`src/rtl/reminder_pkg.sv`:
```
// Shared types and default sizing for the reminder stretcher.
// Channel state is a single bit, where ACTIVE means the reminder is being stretched.
package reminder_pkg;

    localparam int DEF_NUM_CH    = 4;
    localparam int DEF_CNT_W     = 27;
    localparam int DEF_RETRIGGER = 0;

    typedef enum logic {
        CH_IDLE   = 1'b0,
        CH_ACTIVE = 1'b1
    } ch_state_t;

endpackage

```
`src/rtl/reminder_stretch_ch.sv`:
```
// One reminder channel: it detects the rising edge, runs the IDLE/ACTIVE hold FSM with
// an up-counter, and keeps the sticky missed flag.
module reminder_stretch_ch
    import reminder_pkg::*;
#(
    parameter int CNT_W     = DEF_CNT_W,
    parameter int RETRIGGER = DEF_RETRIGGER
) (
    input  logic             clk,
    input  logic             reset_n,
    input  logic             reminder,
    input  logic             ack,
    input  logic [CNT_W-1:0] duration,
    output logic             missed,
    output ch_state_t        state_o,
    output logic             active_nxt_o
);

    ch_state_t        state_q, state_d;
    logic [CNT_W-1:0] cnt_q, cnt_d;
    logic [CNT_W-1:0] dur_q, dur_d;
    logic [CNT_W-1:0] cnt_inc;
    logic             rem_q, rem_d;
    logic             armed_q, armed_d;
    logic             missed_q, missed_d;
    logic             rise;
    logic             dur_ok;

    // armed stays low after reset until reminder is first seen low, so a level that is
    // already high at reset release is not taken as an edge.
    assign rise    = reminder & ~rem_q & armed_q;
    assign dur_ok  = (duration != '0);
    assign cnt_inc = cnt_q + {{(CNT_W-1){1'b0}}, 1'b1};

    always_comb begin
        rem_d    = reminder;
        armed_d  = armed_q | ~reminder;
        state_d  = state_q;
        cnt_d    = cnt_q;
        dur_d    = dur_q;
        missed_d = missed_q;
        case (state_q)
            CH_IDLE: begin
                if (ack) begin
                    missed_d = 1'b0;
                end
                if (rise && dur_ok) begin
                    state_d = CH_ACTIVE;
                    dur_d   = duration;
                    cnt_d   = '0;
                end
            end
            CH_ACTIVE: begin
                if (ack) begin
                    state_d  = CH_IDLE;
                    missed_d = 1'b0;
                    cnt_d    = '0;
                end else if ((RETRIGGER != 0) && rise && dur_ok) begin
                    dur_d = duration;
                    cnt_d = '0;
                end else if (cnt_inc == dur_q) begin
                    // cnt_q never exceeds dur_q - 1, so the increment cannot wrap.
                    state_d  = CH_IDLE;
                    missed_d = 1'b1;
                    cnt_d    = '0;
                end else begin
                    cnt_d = cnt_inc;
                end
            end
            default: state_d = CH_IDLE;
        endcase
    end

    always_ff @(posedge clk or negedge reset_n) begin
        if (!reset_n) begin
            state_q  <= CH_IDLE;
            cnt_q    <= '0;
            dur_q    <= '0;
            rem_q    <= 1'b0;
            armed_q  <= 1'b0;
            missed_q <= 1'b0;
        end else begin
            state_q  <= state_d;
            cnt_q    <= cnt_d;
            dur_q    <= dur_d;
            rem_q    <= rem_d;
            armed_q  <= armed_d;
            missed_q <= missed_d;
        end
    end

    assign missed       = missed_q;
    assign state_o      = state_q;
    assign active_nxt_o = (state_d == CH_ACTIVE);

endmodule

```
`src/rtl/reminder_stretcher.sv`:
```
// Reminder stretcher top: NUM_CH independent stretch channels and a registered any_active
// summary that tracks the extended bits in the same cycle.
module reminder_stretcher
    import reminder_pkg::*;
#(
    parameter int NUM_CH    = DEF_NUM_CH,
    parameter int CNT_W     = DEF_CNT_W,
    parameter int RETRIGGER = DEF_RETRIGGER
) (
    input  logic              clk,
    input  logic              reset_n,
    input  logic [NUM_CH-1:0] reminder,
    input  logic [NUM_CH-1:0] ack,
    input  logic [CNT_W-1:0]  duration,
    output logic [NUM_CH-1:0] extended,
    output logic [NUM_CH-1:0] missed,
    output logic              any_active
);

    ch_state_t         ch_state [NUM_CH];
    logic [NUM_CH-1:0] active_nxt;
    logic              any_active_d, any_active_q;

    for (genvar i = 0; i < NUM_CH; i++) begin : g_ch
        reminder_stretch_ch #(
            .CNT_W     (CNT_W),
            .RETRIGGER (RETRIGGER)
        ) u_ch (
            .clk          (clk),
            .reset_n      (reset_n),
            .reminder     (reminder[i]),
            .ack          (ack[i]),
            .duration     (duration),
            .missed       (missed[i]),
            .state_o      (ch_state[i]),
            .active_nxt_o (active_nxt[i])
        );
        assign extended[i] = (ch_state[i] == CH_ACTIVE);
    end

    // The OR is taken over the next-state bits, so the registered copy lines up with extended.
    always_comb begin
        any_active_d = |active_nxt;
    end

    always_ff @(posedge clk or negedge reset_n) begin
        if (!reset_n) begin
            any_active_q <= 1'b0;
        end else begin
            any_active_q <= any_active_d;
        end
    end

    assign any_active = any_active_q;

endmodule

```
`config.mk`:
```
export PLATFORM = sky130hd
export DESIGN_NAME = reminder_stretcher
export DESIGN_NICKNAME = d
export VERILOG_FILES = /design/src/rtl/reminder_pkg.sv /design/src/rtl/reminder_stretch_ch.sv /design/src/rtl/reminder_stretcher.sv
export SDC_FILE = /design/constraint.sdc
export NUM_CORES = 1
export LEC_CHECK = 0
export ABC_AREA = 1
export CAP_MARGIN = 25
export CELL_PAD_IN_SITES_DETAIL_PLACEMENT = 1
export CELL_PAD_IN_SITES_GLOBAL_PLACEMENT = 2
export CORE_ASPECT_RATIO = 0.75
export CORE_MARGIN = 8
export CORE_UTILIZATION = 40
export CTS_BUF_LIST = sky130_fd_sc_hd__clkbuf_16
export DETAILED_ROUTE_END_ITERATION = 8
export DONT_BUFFER_PORTS = 1
export GPL_TIMING_DRIVEN = 0
export PLACE_DENSITY = 0.92
export SETUP_SLACK_MARGIN = 0.4
export SKIP_LAST_GASP = 1
export SLEW_MARGIN = 20
export SYNTH_ARGS = -nofsm -noshare
export SYNTH_HDL_FRONTEND = slang
export SYNTH_SLANG_ARGS = --single-unit
```
`constraint.sdc`:
```
create_clock -name clk -period 3.08 [get_ports clk]
set_input_delay 0.154 -clock clk [delete_from_list [all_inputs] [get_ports clk]]
set_output_delay 0.154 -clock clk [all_outputs]
set_load 0.005 [all_outputs]
```
# Word level (Yosys, flattened, before mapping)

Cells that the tools add are included.
W data, S select, Z words.

Word-level logic and storage cells: 131
Output and inout port bits: 9
Input bits: 37
Bits in registers: 233

Add/subtract/negate cells: 4
Multiplexer cells: 48
Bitwise gates (word level): 24
Equal/unequal tests: 16
Reduce and logical (&&, ||, !) cells: 14

Operator list:

| kind                    | number |
|---|---|
| $mux W27                | 12 |
| $pmux W27 S2            | 4 |
| $add A27 B1 Y27 const B | 4 |
| $eq A27 B27 Y1          | 4 |
| $reduce_bool A27 Y1     | 1 |
| $mux W1                 | 24 |
| $pmux W1 S2             | 8 |
| $reduce_and A2 Y1       | 8 |
| $ne A3 B3 Y1 const B    | 4 |
| $not A1 Y1              | 12 |
| $and A1 B1 Y1           | 8 |
| $ne A2 B1 Y1 const B    | 4 |
| $ne A2 B2 Y1 const B    | 4 |
| $logic_and A1 B1 Y1     | 4 |
| $or A1 B1 Y1            | 4 |
| $reduce_or A4 Y1        | 1 |

# Longest topological paths before layout

Depth in word-level cells: 7
Gate-level depth with buffers: 19
Depth with buffers taken out: 19

# By module

A second synthesis with hierarchy kept.

Cell total of the unflattened synthesis: 2260
Area total of the unflattened synthesis: 15040.7 sq um

Modules (own cells, without submodules):

| module              | area an instance (sq um) | seq. area each (sq um) | cells each | instances |
|---|---|---|---|---|
| reminder_stretch_ch | 3751.1                   | 1451.4                 | 564        | 4 |
| reminder_stretcher  | 36.3                     | 25.0                   | 4          | 1 |

# Least setup slack after synthesis

OpenSTA, ideal clock, no wires.

Path type: register to register
Start point: register g_ch[2].u_ch.cnt_q[0]
End point: register g_ch[2].u_ch.cnt_q[10]
Setup time: 142 ps
Stages on the path, launching flop included: 18
Slack: 971 ps
Required time: 2938 ps
Period minus slack after synthesis: 2109 ps
Arrival time: 1967 ps
Buffers on the path: 1
Cell sequence: dfrtp_1 ha_1 nand3_1 nor2_2 nand2_2 inv_2 nand2_1 nand2_1 nand2_1 nand2_1 nand2_1 nor2_1 nand2_1 nor2_1 nand3_2 nand2_4 buf_12 o22ai_1

Cells in the longest elaborated chain, start to end: 5

RTL lines:

| what                     | RTL line                  | text |
|---|---|---|
| start: declaration       | reminder_stretch_ch.sv:20 | `logic [CNT_W-1:0] cnt_q, cnt_d;` |
| start signal: assignment | reminder_stretch_ch.sv:84 | `cnt_q <= cnt_d;` |
| $add A27 B1 Y27 *        | reminder_stretch_ch.sv:33 | `assign cnt_inc = cnt_q + {{(CNT_W-1){1'b0}}, 1'b1};` |
| $eq A27 B27 Y1           | reminder_stretch_ch.sv:61 | `end else if (cnt_inc == dur_q) begin` |
| $mux W27 *               | reminder_stretch_ch.sv:61 |  |
| $mux W27 *               | reminder_stretch_ch.sv:54 | `if (ack) begin` |
| $pmux W27 S2 *           | reminder_stretch_ch.sv:42 | `case (state_q)` |

Every way passes the cells marked *; elsewhere a longest branch is shown, timed or not.
A chain may end at the register's enable or synchronous reset.

# Final worst setup path

Start point: register g_ch[3].u_ch.cnt_q[0]
End point: register any_active_q, in the netlist any_active

Cells in the longest elaborated chain, start to end: 6

RTL lines:

| what                          | RTL line                  | text |
|---|---|---|
| start: declaration            | reminder_stretch_ch.sv:20 |  |
| start signal: assignment      | reminder_stretch_ch.sv:84 |  |
| $add A27 B1 Y27               | reminder_stretch_ch.sv:33 |  |
| $eq A27 B27 Y1                | reminder_stretch_ch.sv:61 |  |
| $mux W1                       | reminder_stretch_ch.sv:61 |  |
| $mux W1                       | reminder_stretch_ch.sv:54 |  |
| $pmux W1 S2                   | reminder_stretch_ch.sv:42 |  |
| via g_ch[3].u_ch.active_nxt_o | reminder_stretch_ch.sv:16 | `output logic active_nxt_o` |
| $reduce_or A4 Y1              | reminder_stretcher.sv:43  | `any_active_d = \|active_nxt;` |
| via any_active_d              | reminder_stretcher.sv:22  | `logic any_active_d, any_active_q;` |
| end signal: assignment        | reminder_stretcher.sv:50  | `any_active_q <= any_active_d;` |
| end: declaration              | reminder_stretcher.sv:22  |  |

The timed path passes the listed nets, and every way through them passes these cells.

==> results.ini <==
[run_status]
status=finished with violations
failed_checks=hold timing

[sta]
grt_setup_unrepaired=yes
finalSetupTns_ns=0
finalHoldViolations=233
clock-skew-final_ns=0.0122
fin_crit_sh_pct=85.0
drv_slew=0
hold_ws_ns=-0.704
worstMarginPinSlew_ns=0.938
max_freq_mhz=382
setup_violations=0
timing.slew.headroom_pct=37.5
period_minus_slack_ns=2.62

[detailed_routing]
wire_per_inst_um=21.0
wirelength_um=54200
first_iter_violations=1029
drc_errors=0
via_count=13888
antenna_left=0
first_pass_iters=5
routed_via_density=5.38

[worst_setup_path]
r2r_slack_ns=0.46
critical_path_buf_inv_count=0
cp_top_family=simple AND/OR/NAND/NOR gates
worstPathCellList=ha_4 -> nand2_4 -> nor2_4 -> nand2_4 -> nor2_4 -> nand2_2 -> nand3_2 -> nand2_1 -> nor2_2 -> nand3_2 -> nor2_2 -> nand3_2 -> nand2_4 -> nand2_2 -> nor2_4 -> nand2_1
cp_data_arrival_time_ns=3.05
critPathKind=reg -> reg
endpoint_kind=register
r2r-start=g_ch[3].u_ch.cnt_q[0]
r2r_end=any_active
critPathLaunchType=register
required_ns=3.51
worstRegToRegCells=16
cp_slowest_cell=dfrtp_1
cp_slowest_stage_delay_ns=0.43
cp_max_fo=6

[grt]
grt_max_degree=234
overflow=0
antenna_found_initial=3
grt_pass1_wl_um=83000
first_global_vias=14248
grt.total_usage_pct=26.1

[synth]
synth_area_leaders=dfrtp_1 42%, nand2_1 20%, inv_1 7.2%, nand3_1 6.8%, nor2_1 5.1%
yosysSeqAreaShare_pct=42.0
synth_cell_types=30
ys_ff_latch=233
avgSynthCellArea_um2=6.95
syn_nets=2038
synth_top_area_share_pct=42.0
syn_area_um2=13900
synthCells=1997
yosysWarnings=0
synth_commonest_cells=724 x nand2_1, 266 x inv_1, 233 x dfrtp_1
synth.most_common_cell=nand2_1
synth_top_flop_cell=dfrtp_1
yosys.area.top_type=dfrtp_1
synth-edff-count=0
async_flop_share_pct=100

[cells_and_area]
nets=2141
multi_input_area_um2=7190
filler_cell_count=4381
syn_to_final_growth_pct=18.7
stdcell_count=2580
regArea_um2=5840
drive_gt1_share_pct=11.4

[placement]
gp_congestion=0.875
dp_cells=2454
dpl.hpwl_um=36600
port_buffers=0

[floorplan]
dieArea_um2=41000
placement_rows=59
initial_utilization_pct=40.3
die_y_um=177
ios=46
coreArea_um2=34500
die_w_um=231

[clock_network]
clk_pin_slew_ns=0.06
clkSinkCount=233
clk_latency_ns=0.56
h-tree-depth=1
cts_buffers=27
cts_tree=built
clk_path_buf_depth=3
hold_buffers=35
root_buffer=clkbuf_16

[power]
irDropWorstVdd_mv=0.327
power_density_nw_per_um2=502
p_leak_nw=7.43

[hold_path]
hp-class=in -> async

[flow_run]
maxCapViolCount=0

[sequential cells by signal (all words and copies together) (netlist names)]
register,cells
g_ch.u_ch.missed,4
g_ch.u_ch.armed_q,4
g_ch.u_ch.state_o,4
g_ch.u_ch.rem_q,4
g_ch.u_ch.cnt_q,108
g_ch.u_ch.dur_q,108
any_active,1
[worst reg2reg max path: stages, from the launching register on]
cell and delay (ns):
dfrtp_1 0.43, ha_4 0.18, nand2_4 0.07, nor2_4 0.18
nand2_4 0.09, nor2_4 0.24, nand2_2 0.11, nand3_2 0.08
nand2_1 0.06, nor2_2 0.17, nand3_2 0.11, nor2_2 0.13
nand3_2 0.15, nand2_4 0.16, nand2_2 0.10, nor2_4 0.16
nand2_1 0.07
[metal layers]
layer	vias up	wire, um	GRT usage [%]
li1	6580	-	-
met1	6903	25700	36.9
met2	309	23800	40.7
met3	94	3010	4.57
met4	2	1790	7.59
met5	-	13	0
[cell type report]
type | count | area share [%]
antenna | 5 | 0.0759
tap | 457 | 3.47
clock inverter | 20 | 1.16
timing repair buffer | 74 | 4.27
inverter | 270 | 6.18
buffer | 44 | 1.75
clock buffer | 27 | 4.10
sequential | 233 | 35.4
multi-input combinational | 1450 | 43.6
[cell families after synthesis]
logic type,Yosys count,synth area share [%]
adder cells (fa/ha/maj),4,0.360
XOR/XNOR,24,2.11
buffers and inverters,314,9.15
flip-flops,233,42.0
AO/OA/AOI/OAI,223,9.66
AND/OR/NAND/NOR,1199,36.7
[per-stage QoR]
| stage | setup slack, ns | cell area, um^2 | total power, mW | util, % |
|---|---|---|---|---|
| after global routing | 0.328 | 16500 | 8.62 | 47.8 |
| after CTS | 0.393 | 15900 | 8.22 | 46.1 |
| after global placement | 0.0714 | 14500 | 4.68 | 41.9 |
| after floorplan | 0.971 | 13900 | 4.36 | - |
| after detailed placement | 0.00557 | 14500 | 4.73 | 41.9 |
| final | 0.461 | 16500 | 8.27 | 47.8 |
[where the power goes]
part           switching (mW)  total [mW]  internal (mW)
sequential              0.217        3.59           3.37
clock                    1.41        3.32           1.91
combinational           0.884        1.37          0.486
[timing repair]
item                                    in CTS  in global routing
endpoints found under the setup margin      74                113
resized for setup                           25                 95
pin swaps                                    9                 34
setup buffers                               15                 22
hold endpoints to repair                   369                233
cloned                                       0                  2
[cell usage in the layout (no fill, tap or decap), types with 8 or more instances in the layout]
master	count
nand2_1	709
inv_1	265
dfrtp_1	229
nand3_1	179
nor2_1	158
o21ai_0	111
o22ai_1	76
buf_4	43
dlygate4sd3_1	35
nor2_2	30
clkbuf_16	29
clkbuf_1	28
nand2_2	27
nor2_4	27
nand4_1	22
xor2_1	18
o22ai_2	16
nand3_2	11
clkinv_1	9
and2_1	8
[how the worst max path moves through the flow]
stage                        endpoint                   from  cells past startpoint
6_report                   any_active  g_ch[3].u_ch.cnt_q[0]                     16
5_1_grt                    any_active  g_ch[1].u_ch.cnt_q[0]                     17
4_1_cts        g_ch[3].u_ch.cnt_q[23]  g_ch[3].u_ch.cnt_q[0]                     17
3_5_place_dp   g_ch[1].u_ch.cnt_q[19]  g_ch[1].u_ch.cnt_q[0]                     17
3_3_place_gp    g_ch[1].u_ch.cnt_q[8]  g_ch[1].u_ch.cnt_q[0]                     17
2_1_floorplan  g_ch[2].u_ch.cnt_q[10]  g_ch[2].u_ch.cnt_q[0]                     17
Power figures use the tool's default switching activity.
